===== src/rtl/bit_serializer_if.sv =====
// Word-in / bit-out bundle for the serializer: valid/ready word side plus
// the registered serial side that feeds the sequence detector.
interface bit_serializer_if #(
  parameter int WIDTH = 8
) ();
  logic [WIDTH-1:0] din;
  logic             din_valid;
  logic             din_ready;
  logic             sout;
  logic             sout_valid;
  logic             sout_last;

  modport slave (
    input  din, din_valid,
    output din_ready, sout, sout_valid, sout_last
  );

  modport master (
    output din, din_valid,
    input  din_ready, sout, sout_valid, sout_last
  );
endinterface


===== src/rtl/bit_serializer.sv =====
// Parallel-to-serial front end: one WIDTH-bit word per handshake, shifted out
// one bit per clock with valid/last flags and an optional idle gap per word.
module bit_serializer #(
  parameter int WIDTH      = 8,
  parameter bit MSB_FIRST  = 1'b1,
  parameter int GAP_CYCLES = 0
) (
  input logic              clk,
  input logic              rst,
  bit_serializer_if.slave  bus
);
  localparam int CW = $clog2(WIDTH);

  localparam logic [1:0] ST_IDLE  = 2'd0;
  localparam logic [1:0] ST_SHIFT = 2'd1;
  localparam logic [1:0] ST_GAP   = 2'd2;

  localparam logic [CW-1:0] CNT_LAST = CW'(WIDTH - 1);
  localparam logic [CW-1:0] CNT_ONE  = CW'(1);
  localparam logic [3:0]    GAP_LD   = (GAP_CYCLES > 0) ? 4'(GAP_CYCLES - 1) : 4'd0;

  logic [1:0]       state_q, state_d;
  logic [WIDTH-1:0] shreg_q, shreg_d;
  logic [CW-1:0]    cnt_q, cnt_d;
  logic [3:0]       gap_q, gap_d;
  logic             sout_q, sout_d;
  logic             vld_q, vld_d;
  logic             last_q, last_d;

  logic din_ready;
  logic accept;
  logic on_last;

  assign on_last = (state_q == ST_SHIFT) && (cnt_q == CNT_LAST);

  // With no gap, the last-bit cycle doubles as an accept slot so words chain
  // without a bubble; reset gates ready so nothing is captured while held.
  assign din_ready = rst && ((state_q == ST_IDLE) ||
                             ((GAP_CYCLES == 0) && on_last));
  assign accept    = bus.din_valid && din_ready;

  always_comb begin
    state_d = state_q;
    shreg_d = shreg_q;
    cnt_d   = cnt_q;
    gap_d   = gap_q;
    sout_d  = sout_q;
    vld_d   = vld_q;
    last_d  = last_q;

    if (accept) begin
      state_d = ST_SHIFT;
      cnt_d   = '0;
      vld_d   = 1'b1;
      last_d  = 1'b0;
      if (MSB_FIRST) begin
        sout_d  = bus.din[WIDTH-1];
        shreg_d = {bus.din[WIDTH-2:0], 1'b0};
      end else begin
        sout_d  = bus.din[0];
        shreg_d = {1'b0, bus.din[WIDTH-1:1]};
      end
    end else begin
      case (state_q)
        ST_SHIFT: begin
          if (on_last) begin
            sout_d  = 1'b0;
            vld_d   = 1'b0;
            last_d  = 1'b0;
            shreg_d = '0;
            cnt_d   = '0;
            if (GAP_CYCLES > 0) begin
              gap_d   = GAP_LD;
              state_d = ST_GAP;
            end else begin
              state_d = ST_IDLE;
            end
          end else begin
            cnt_d  = cnt_q + CNT_ONE;
            last_d = ((cnt_q + CNT_ONE) == CNT_LAST);
            if (MSB_FIRST) begin
              sout_d  = shreg_q[WIDTH-1];
              shreg_d = {shreg_q[WIDTH-2:0], 1'b0};
            end else begin
              sout_d  = shreg_q[0];
              shreg_d = {1'b0, shreg_q[WIDTH-1:1]};
            end
          end
        end
        ST_GAP: begin
          if (gap_q == 4'd0) state_d = ST_IDLE;
          else               gap_d   = gap_q - 4'd1;
        end
        default: begin
          sout_d = 1'b0;
          vld_d  = 1'b0;
          last_d = 1'b0;
        end
      endcase
    end
  end

  always_ff @(posedge clk or negedge rst) begin
    if (!rst) begin
      state_q <= ST_IDLE;
      shreg_q <= '0;
      cnt_q   <= '0;
      gap_q   <= '0;
      sout_q  <= 1'b0;
      vld_q   <= 1'b0;
      last_q  <= 1'b0;
    end else begin
      state_q <= state_d;
      shreg_q <= shreg_d;
      cnt_q   <= cnt_d;
      gap_q   <= gap_d;
      sout_q  <= sout_d;
      vld_q   <= vld_d;
      last_q  <= last_d;
    end
  end

  assign bus.din_ready  = din_ready;
  assign bus.sout       = sout_q;
  assign bus.sout_valid = vld_q;
  assign bus.sout_last  = last_q;
endmodule


===== src/flat_wrapper.sv =====
// flat-port wrapper written by rule: the top's interface ports become plain ports
module bit_serializer_flat 
#(
  parameter int WIDTH      = 8,
  parameter bit MSB_FIRST  = 1'b1,
  parameter int GAP_CYCLES = 0
)
  (clk, rst, bus_din, bus_din_valid, bus_din_ready, bus_sout, bus_sout_valid, bus_sout_last);
  bit_serializer_if #(.WIDTH(WIDTH)) bus_i ();
  input logic clk;
  input logic rst;
  input wire logic [$bits(bus_i.din)-1:0] bus_din;
  input wire logic [$bits(bus_i.din_valid)-1:0] bus_din_valid;
  output wire logic [$bits(bus_i.din_ready)-1:0] bus_din_ready;
  output wire logic [$bits(bus_i.sout)-1:0] bus_sout;
  output wire logic [$bits(bus_i.sout_valid)-1:0] bus_sout_valid;
  output wire logic [$bits(bus_i.sout_last)-1:0] bus_sout_last;
  assign bus_i.din = bus_din;
  assign bus_i.din_valid = bus_din_valid;
  assign bus_din_ready = bus_i.din_ready;
  assign bus_sout = bus_i.sout;
  assign bus_sout_valid = bus_i.sout_valid;
  assign bus_sout_last = bus_i.sout_last;
  bit_serializer #(.WIDTH(WIDTH), .MSB_FIRST(MSB_FIRST), .GAP_CYCLES(GAP_CYCLES)) u_core (.clk(clk), .rst(rst), .bus(bus_i));
endmodule

===== config.mk =====
export PLATFORM = sky130hd
export DESIGN_NAME = bit_serializer_flat
export DESIGN_NICKNAME = d
export VERILOG_FILES = /design/src/rtl/bit_serializer_if.sv /design/src/rtl/bit_serializer.sv /design/src/flat_wrapper.sv
export SDC_FILE = /design/constraint.sdc
export NUM_CORES = 1
export LEC_CHECK = 0
export BUFFER_PORTS_ARGS = -buffer_cell sky130_fd_sc_hd__buf_2
export CAP_MARGIN = 20
export CORE_AREA = 10 10 47 49
export CTS_CLUSTER_DIAMETER = 200
export DETAILED_ROUTE_END_ITERATION = 12
export DIE_AREA = 0 0 57 59
export PLACE_DENSITY = 0.78
export SYNTH_ARGS = -nofsm -noshare
export SYNTH_HDL_FRONTEND = slang
export SYNTH_SLANG_ARGS = --single-unit

===== constraint.sdc =====
create_clock -name clk -period 2.8 [get_ports clk]
set_input_delay 0.14 -clock clk [delete_from_list [all_inputs] [get_ports clk]]
set_output_delay 0.14 -clock clk [all_outputs]
set_load 0.05 [all_outputs]

==> flow_summary.json, run 1 <==
{
  "clk_pin_slew_ns": 0.09,
  "tritoncts": "done",
  "core_um2": 1400,
  "diodes": 0,
  "crit_path_start_kind": "register",
  "place_ws_ns": 1.09,
  "crit_path_max_incr_delay_ns": 0.41,
  "start_util_pct": 45.8,
  "rows": 14,
  "dp_hpwl_um": 970,
  "yosys.area_share.adder_pct": 5.85,
  "synth.area.mux_share_pct": 0,
  "clock_path_buffers": 2,
  "synth-compound-area-share_pct": 15.6,
  "drt_iter0_markers": 11,
  "cts_sinks": 14,
  "tns_ns": 0,
  "synth.ff_latch_count": 14,
  "fin_skew_ns": 0.00505,
  "maxCapViolations": 0,
  "grt_max_degree": 19,
  "maxSlewHeadroom_pct": 74.5,
  "grt_usage_pct": 8.19,
  "final_cells": 89,
  "status": "finished, final reports clean",
  "hold_violations": 0,
  "synth_cell_types": 19,
  "synth-xor-area-share_pct": 0,
  "path_cells": "ha_1 -> ha_1 -> nand2b_1 -> and2_1 -> buf_2",
  "path_max_fanout": 10,
  "yosys_warnings": 0,
  "syn_nets": 71,
  "critPathMostFrequentCell": "ha_1",
  "setup_viol": 0,
  "postCtsResizedCells": 0,
  "first_pass_iters": 4,
  "hold_buffers": 1,
  "synth.largest_area_cell": "dfrtp_1",
  "yosysSeqAreaShare_pct": 54.6,
  "antenna_found_initial": 0,
  "dieArea_um2": 3360,
  "arrival_ns": 1.89,
  "irDropWorstVdd_mv": 0.491,
  "worst_slack_ns": 0.773,
  "hp-class": "in -> reg",
  "required_ns": 2.66,
  "die_h_um": 59,
  "leakagePower_uw": 0.000412,
  "synth_top_family_by_area": "simple AND/OR/NAND/NOR gates",
  "critical-path-top-delay-family": "simple AND/OR/NAND/NOR gates",
  "cts_buffers": 3,
  "portBuffers": 14,
  "synth_area_leaders": "dfrtp_1, a22oi_1, ha_1, nand2_1, nand3_1",
  "final_nets": 88,
  "grt_pass1_wl_um": 2250,
  "dpl.cell_count": 84,
  "viasPerCell": 5.36,
  "synth-simple-area-share_pct": 19.1,
  "overflow": 0,
  "reg2reg_to": "u_core.bus.sout",
  "wl_um": 1280,
  "crit_type": "reg -> out",
  "synth_cells": 57,
  "die_w_um": 57,
  "fin_util_pct": 53.6,
  "worst_slew_pin_slew_ns": 0.382,
  "syn_area_per_cell_um2": 11.3,
  "synthToLayoutAreaGrowth_pct": 17.0,
  "r2r-start": "u_core.cnt_q[0]",
  "r2r_slack_ns": 1.27,
  "cts_max_level": 1,
  "clk_latency_ns": 0.28,
  "cp.buffers_inverters": 1,
  "min_from": "bus_din[2]",
  "slowest_stage": "dfrtp_1",
  "post_cts_buffers": 0,
  "grt_pass1_vias": 522,
  "clk_root_buffer_cell": "clkbuf_4",
  "critPathCaptureType": "primary output",
  "cellPowerDensity_nw_per_um2": 1070,
  "drive_above_1_share_pct": 32.9,
  "ios": 15,
  "fill_cells": 139,
  "grt_setup_unrepaired": "false",
  "netlist.area_leader.share_pct": 54.6,
  "wire_per_inst_um": 14.3,
  "vias": 477,
  "drc": 0,
  "holdPathEnd": "u_core.shreg_q[3]",
  "slew_violations": 0,
  "ant_nets": 0,
  "finalCritPeriodShare_pct": 72.4,
  "period_needed_ns": 2.03,
  "fmax_mhz": 493,
  "synth.cell_area_um2": 642,
  "routabilityCongestion": 0.684,
  "holdPathStages": 3,
  "r2r_cells": 5
}
[layout by cell type, fill, tap and decap left out]
cell / instances
buf_2: 14
dfrtp_1: 14
nand2_1: 10
nand3_1: 6
a22oi_1: 6
ha_1: 3
clkbuf_4: 3
and2_1: 2
a22o_2: 2
o21ai_0: 2
nand2b_1: 1
inv_1: 1
nor2b_4: 1
and3_1: 1
nor2_1: 1
a21oi_2: 1
a21o_2: 1
nor3b_2: 1
a21o_1: 1
clkbuf_8: 1
dlygate4sd3_1: 1
[worst min-delay path, cell delays in order]
cell     delay [ns]
buf_2          0.07
nand3_1        0.05
nand2_1        0.05
[stage by stage]
step | power (uW) | hold WS [ns] | instance area (um2)
floorplan | 602 | -0.156 | 642
global placement | 648 | 0.0734 | 704
detailed placement | 664 | 0.0765 | 704
CTS | 814 | 0.0608 | 751
global route | 876 | 0.0769 | 751
finish | 804 | 0.0642 | 751
[layer usage]
metal  GRT usage, %  vias up  routed length [um]
li1               -      233                   -
met1           8.63      225                 507
met2           14.1       19                 623
met3           4.29        0                 146
met4           2.01        0                   0
met5              0        -                   0
[state kept, by name, summed over array words and instances, names as in the netlist]
signal                 cells
u_core.bus.sout            1
u_core.bus.sout_last       1
u_core.bus.sout_valid      1
u_core.cnt_q               3
u_core.shreg_q             7
u_core.state_q             1
[logic make-up after synthesis]
group,after synthesis
and+or+nand+nor,23
adders and majority gates,3
DFF,14
AOI/OAI and AO/OA,13
buffers and inverters,4
[how the worst max path moves through the flow]
stage | from | endpoint | cells past startpoint
2_1_floorplan | u_core.cnt_q[0] | bus_din_ready | 5
3_3_place_gp | u_core.cnt_q[0] | bus_din_ready | 5
3_5_place_dp | u_core.cnt_q[0] | bus_din_ready | 5
4_1_cts | u_core.cnt_q[0] | bus_din_ready | 5
5_1_grt | u_core.cnt_q[0] | bus_din_ready | 5
6_report | u_core.cnt_q[0] | bus_din_ready | 5
[cell type report]
class,count,area (um2),area share [%]
repair buffers,15,80.1,10.7
inverters,1,3.75,0.500
flip-flops and latches,14,350,46.7
well taps,16,20.0,2.67
multi-input cells,39,260,34.7
clock buffers,4,36.3,4.83
[power by group]
group | switching (uW) | leakage [uW] | total, uW | internal [uW]
clock | 67.1 | 0.0000210 | 146 | 79.0
combinational | 214 | 0.000209 | 331 | 117
sequential | 47.4 | 0.000181 | 327 | 280
[synthesized netlist by cell type]
master,n
nand2b_1,1
o21ai_0,2
nor2b_4,1
buf_6,2
a22oi_1,6
and3_1,1
a21o_2,1
and2_1,2
nor3b_2,1
ha_1,3
dfrtp_1,14
inv_1,1
a21oi_2,1
nand3_1,6
nand2_1,10
nor2_1,1
buf_2,1
a21o_1,1
a22o_2,2
Note: power is estimated with default switching activity, not from simulation.
==> run 2: changes to the inputs <==
--- a/config.mk
+++ b/config.mk
@@ -7,11 +7,11 @@
 export LEC_CHECK = 0
 export BUFFER_PORTS_ARGS = -buffer_cell sky130_fd_sc_hd__buf_2
 export CAP_MARGIN = 20
-export CORE_AREA = 10 10 47 49
+export CORE_MARGIN = 10
+export CORE_UTILIZATION = 45
 export CTS_CLUSTER_DIAMETER = 200
 export DETAILED_ROUTE_END_ITERATION = 12
-export DIE_AREA = 0 0 57 59
-export PLACE_DENSITY = 0.78
+export PLACE_DENSITY = 0.76
 export SYNTH_ARGS = -nofsm -noshare
 export SYNTH_HDL_FRONTEND = slang
 export SYNTH_SLANG_ARGS = --single-unit
==> constraint.sdc (replaced) <==
create_clock -name clk -period 1.8 [get_ports clk]
set_input_delay 0.09 -clock clk [delete_from_list [all_inputs] [get_ports clk]]
set_output_delay 0.09 -clock clk [all_outputs]
set_load 0.05 [all_outputs]
==> run 2 against run 1 <==
First-iteration DRC count decreased by 55%. Clock-buffer cell count decreased by 1. Sequential cell count unchanged. Total power increased by 53%. Register-to-register slack got worse by 1.0 ns. Critical path depth unchanged. Sequential share of layout area decreased by 0.16 points. Sequential power increased by 57%. Critical path type unchanged. Critical endpoint unchanged.
==> flow_summary.json, run 2 (synthesis gave the netlist of run 1 again) <==
{
  "dieArea_um2": 3340,
  "fin_skew_ns": 0.00342,
  "worst_slack_ns": 0.103,
  "fmax_mhz": 589,
  "ant_nets": 0,
  "fill_cells": 116,
  "hp-class": "in -> reg",
  "grt_setup_unrepaired": "false",
  "rows": 13,
  "ios": 15,
  "grt_usage_pct": 8.03,
  "fin_util_pct": 57.2,
  "tns_ns": 0,
  "dp_hpwl_um": 938,
  "final_nets": 89,
  "irDropWorstVdd_mv": 0.887,
  "dpl_cell_area_um2": 711,
  "critPathCaptureType": "primary output",
  "grt_pass1_vias": 487,
  "critical-path-top-delay-family": "adder cells",
  "hold_violations": 0,
  "final_cell_mix": "dfrtp_1, buf_2, nand2_1, nand3_1, a22oi_1",
  "path_cells": "ha_1 -> ha_1 -> nand2b_4 -> and2_1 -> buf_4",
  "largest_register_ffs": 7,
  "required_ns": 1.71,
  "overflow": 0,
  "portBuffers": 14,
  "worst_slew_pin_slew_ns": 0.398,
  "place_ws_ns": 0.281,
  "reg_top3": "u_core.shreg_q x7, u_core.cnt_q x3",
  "largest-register": "u_core.shreg_q",
  "die_h_um": 57.8,
  "setup_viol": 0,
  "maxSlewHeadroom_pct": 73.5,
  "leakagePower_uw": 0.000411,
  "die_w_um": 57.8,
  "drt_iter0_markers": 5,
  "final_cell_area_um2": 753,
  "status": "finished, final reports clean",
  "path_max_fanout": 4,
  "post_cts_buffers": 0,
  "synthToLayoutAreaGrowth_pct": 17.3,
  "clk_pin_slew_ns": 0.08,
  "crit_path_start_kind": "register",
  "wl_um": 1240,
  "hold-worst-slack_ns": 0.0159,
  "clk_latency_ns": 0.27,
  "wire_per_inst_um": 14.1,
  "tritoncts": "done",
  "viasPerCell": 5.44,
  "antenna_found_initial": 0,
  "diodes": 0,
  "first_pass_iters": 4,
  "clk_root_buffer_cell": "clkbuf_4",
  "grt_max_degree": 19,
  "crit_path_max_incr_delay_ns": 0.41,
  "vias": 479,
  "critPathMostFrequentCell": "ha_1",
  "layout_commonest_cell": "dfrtp_1",
  "cp.buffers_inverters": 1,
  "slowest_stage": "dfrtp_1",
  "cts_sinks": 14,
  "cts_buffers": 3,
  "cts_max_level": 1,
  "core_um2": 1320,
  "drive_above_1_share_pct": 34.2,
  "crit_type": "reg -> out",
  "period_needed_ns": 1.70,
  "start_util_pct": 48.7,
  "cellPowerDensity_nw_per_um2": 1640,
  "clock_path_buffers": 2,
  "maxCapViolations": 0,
  "drc": 0,
  "grt_pass1_wl_um": 2140,
  "arrival_ns": 1.61,
  "slew_violations": 0,
  "routabilityCongestion": 0.728,
  "finalCritPeriodShare_pct": 94.3
}
[run 2: cell type report]
class                      instances  area (um2)  area share [%]
timing repair buffer              16        90.1            12.0
multi-input combinational         39         268            35.5
clock buffer                       3        22.5            2.99
tap                               15        18.8            2.49
sequential                        14         350            46.5
inverter                           1        3.75           0.498
[run 2: through the flow]
stage / total power [uW] / std cells
floorplan: 937 / 57
global placement: 1030 / 84
detailed placement: 1050 / 84
CTS: 1230 / 88
global route: 1350 / 88
finish: 1230 / 88
[run 2: power by group]
part / internal (uW) / total [uW] / switching (uW)
Combinational: 213 / 546 / 333
Clock: 77.5 / 172 / 94.1
Sequential: 435 / 514 / 78.8
[run 2: worst paths after layout]
path                                            start                     to  slack [ns]  cells past startpoint
worst max-delay path                  u_core.cnt_q[0]          bus_din_ready        0.10                      5
worst min-delay path                       bus_din[0]      u_core.shreg_q[1]        0.02                      2
worst min register to register  u_core.bus.sout_valid  u_core.bus.sout_valid        0.51                      1
max in group asynchronous                         rst  u_core.bus.sout_valid        1.29                      2
worst max register to register        u_core.cnt_q[0]        u_core.bus.sout        0.26                      5
min in group asynchronous                         rst        u_core.cnt_q[0]        0.25                      2
[run 2: per-layer routing]
metal	vias up	track usage (%)	wire [um]
met5	-	0	0
met4	0	5.03	25
met3	4	3.49	81
met2	19	11.3	617
met1	223	9.68	516
li1	233	-	-
[run 2: timing repair]
item	in CTS	in global routing
hold endpoints to repair	14	0
hold buffers	1	0
gates resized for setup	0	3
endpoints found under the setup margin	0	1
[run 2: worst reg2reg max path: cells and delay by family, from the launching register on]
kind	cells	cell delay, ns
AOI/OAI and AO/OA	1	0.22
adders and majority gates	2	0.43
DFF	1	0.41
and+or+nand+nor	2	0.37
==> run 3: changes to the inputs <==
--- a/config.mk
+++ b/config.mk
@@ -7,11 +7,12 @@
 export LEC_CHECK = 0
 export BUFFER_PORTS_ARGS = -buffer_cell sky130_fd_sc_hd__buf_2
 export CAP_MARGIN = 20
-export CORE_MARGIN = 10
-export CORE_UTILIZATION = 45
+export CORE_AREA = 10 10 47 49
 export CTS_CLUSTER_DIAMETER = 200
 export DETAILED_ROUTE_END_ITERATION = 12
-export PLACE_DENSITY = 0.76
+export DIE_AREA = 0 0 57 59
+export PLACE_DENSITY = 0.78
+export SLEW_MARGIN = 25
 export SYNTH_ARGS = -nofsm -noshare
 export SYNTH_HDL_FRONTEND = slang
 export SYNTH_SLANG_ARGS = --single-unit
==> constraint.sdc (replaced) <==
create_clock -name clk -period 2 [get_ports clk]
set_input_delay 0.1 -clock clk [delete_from_list [all_inputs] [get_ports clk]]
set_output_delay 0.1 -clock clk [all_outputs]
set_load 0.05 [all_outputs]
==> run 3 against run 2 <==
Non-clock buffer count unchanged. Critical path depth unchanged. Total power decreased by 12%. Sequential power shrank 10%. Via count is 3.1% lower. Clock-buffer cell count is the same. Die area up 0.79%. Sequential share of layout area up 0.55 points. Critical endpoint unchanged. Highest routed layer is now met3.
==> flow_summary.json, run 3 (synthesis gave the netlist of run 1 again) <==
{
  "status": "finished, final reports clean",
  "final_cell_mix": "buf_2, dfrtp_1, nand2_1, nand3_1, a22oi_1",
  "drc": 0,
  "r2r_cells": 5,
  "hold_violations": 0,
  "dp_hpwl_um": 971,
  "diodes": 0,
  "grt_usage_pct": 7.79,
  "fill_cells": 147,
  "fmax_mhz": 577,
  "drt_iter0_markers": 23,
  "cellPowerDensity_nw_per_um2": 1460,
  "postCtsResizedCells": 0,
  "routabilityCongestion": 0.687,
  "place_ws_ns": 0.468,
  "holdPathStages": 2,
  "largest-register": "u_core.shreg_q",
  "cts_max_level": 1,
  "wl_met3_um": 99,
  "die_h_um": 59,
  "irDropWorstVdd_mv": 0.730,
  "wl_um": 1240,
  "leakagePower_uw": 0.000410,
  "slew_violations": 0,
  "ios": 15,
  "synthToLayoutAreaGrowth_pct": 16.0,
  "met1_length_um": 561,
  "cts_sinks": 14,
  "clk_root_buffer_cell": "clkbuf_4",
  "maxCapViolations": 0,
  "grt_pass1_vias": 481,
  "rows": 14,
  "vias": 464,
  "die_w_um": 57,
  "overflow": 0,
  "crit_type": "reg -> out",
  "setup_viol": 0,
  "clk_latency_ns": 0.27,
  "final_cells": 89,
  "crit_path_start_kind": "register",
  "worst_slack_ns": 0.267,
  "largest_register_ffs": 7,
  "hold_buffers": 1,
  "maxSlewHeadroom_pct": 74.7,
  "portBuffers": 14,
  "critPathCaptureType": "primary output",
  "post_cts_buffers": 0,
  "clock_path_buffers": 2,
  "hp-class": "in -> reg",
  "dpl.cell_count": 85,
  "clk_pin_slew_ns": 0.08,
  "r2r_slack_ns": 0.48,
  "tritoncts": "done",
  "ant_nets": 0,
  "grt_max_degree": 19,
  "met2_length_um": 577,
  "finalCritPeriodShare_pct": 86.7,
  "cts_buffers": 3,
  "antenna_found_initial": 0,
  "required_ns": 1.90,
  "drive_above_1_share_pct": 32.9,
  "arrival_ns": 1.63,
  "fin_skew_ns": 0.00524,
  "top_layer_used": "met3",
  "wire_per_inst_um": 13.9,
  "final_nets": 89,
  "grt_pass1_wl_um": 2190,
  "start_util_pct": 45.8,
  "grt_setup_unrepaired": "false",
  "first_pass_iters": 4,
  "core_um2": 1400,
  "worst_slew_pin_slew_ns": 0.379,
  "reg_top3": "u_core.shreg_q x7, u_core.cnt_q x3",
  "period_needed_ns": 1.73,
  "tns_ns": 0,
  "path_max_fanout": 4,
  "dieArea_um2": 3360,
  "viasPerCell": 5.21
}
## run 3: cell counts in the layout (fill, tap and decap cells not counted)
Identical to the previous run, type by type.
## run 3: final timing paths
path / to / from
worst min-delay path: u_core.shreg_q[1] / bus_din[0]
worst min register to register: u_core.bus.sout_valid / u_core.bus.sout_valid
min in group asynchronous: u_core.cnt_q[2] / rst
worst max-delay path: bus_din_ready / u_core.cnt_q[0]
worst max register to register: u_core.bus.sout / u_core.cnt_q[0]
max in group asynchronous: u_core.shreg_q[6] / rst
## run 3: critical path, stage by stage (launching register included)
cell and delay (ns):
dfrtp_1 0.41, ha_1 0.21, ha_1 0.22, nand2b_1 0.17
and2_1 0.16, buf_2 0.20
## run 3: area by class of cell
| type | instances | area [um2] | area share [%] |
|---|---|---|---|
| clock buffer | 3 | 22.5 | 3.03 |
| inverter | 1 | 3.75 | 0.504 |
| multi-input combinational | 39 | 260 | 35.0 |
| sequential | 14 | 350 | 47.1 |
| tap | 16 | 20.0 | 2.69 |
| timing repair buffer | 16 | 87.6 | 11.8 |
## run 3: metrics by stage
stage | power [uW] | hold WS [ns] | util (%) | area, um2
after CTS | 1110 | 0.0347 | 53.1 | 744
after floorplan | 843 | -0.196 | - | 642
after global placement | 928 | 0.0280 | 50.8 | 712
after global routing | 1190 | 0.0339 | 53.1 | 744
final | 1090 | 0.0380 | 53.1 | 744
after detailed placement | 951 | 0.0332 | 50.8 | 712
## run 3: metal layers
| layer | vias to the layer above | GRT usage, % |
|---|---|---|
| li1 | 232 | - |
| met1 | 214 | 9.73 |
| met2 | 18 | 12.4 |
| met3 | 0 | 2.79 |
| met4 | 0 | 2.01 |
| met5 | - | 0 |
## run 3: power breakdown
part	total, uW	switching [uW]	internal [uW]
combinational	474	296	178
sequential	462	70.1	392
clock	151	81.2	69.5
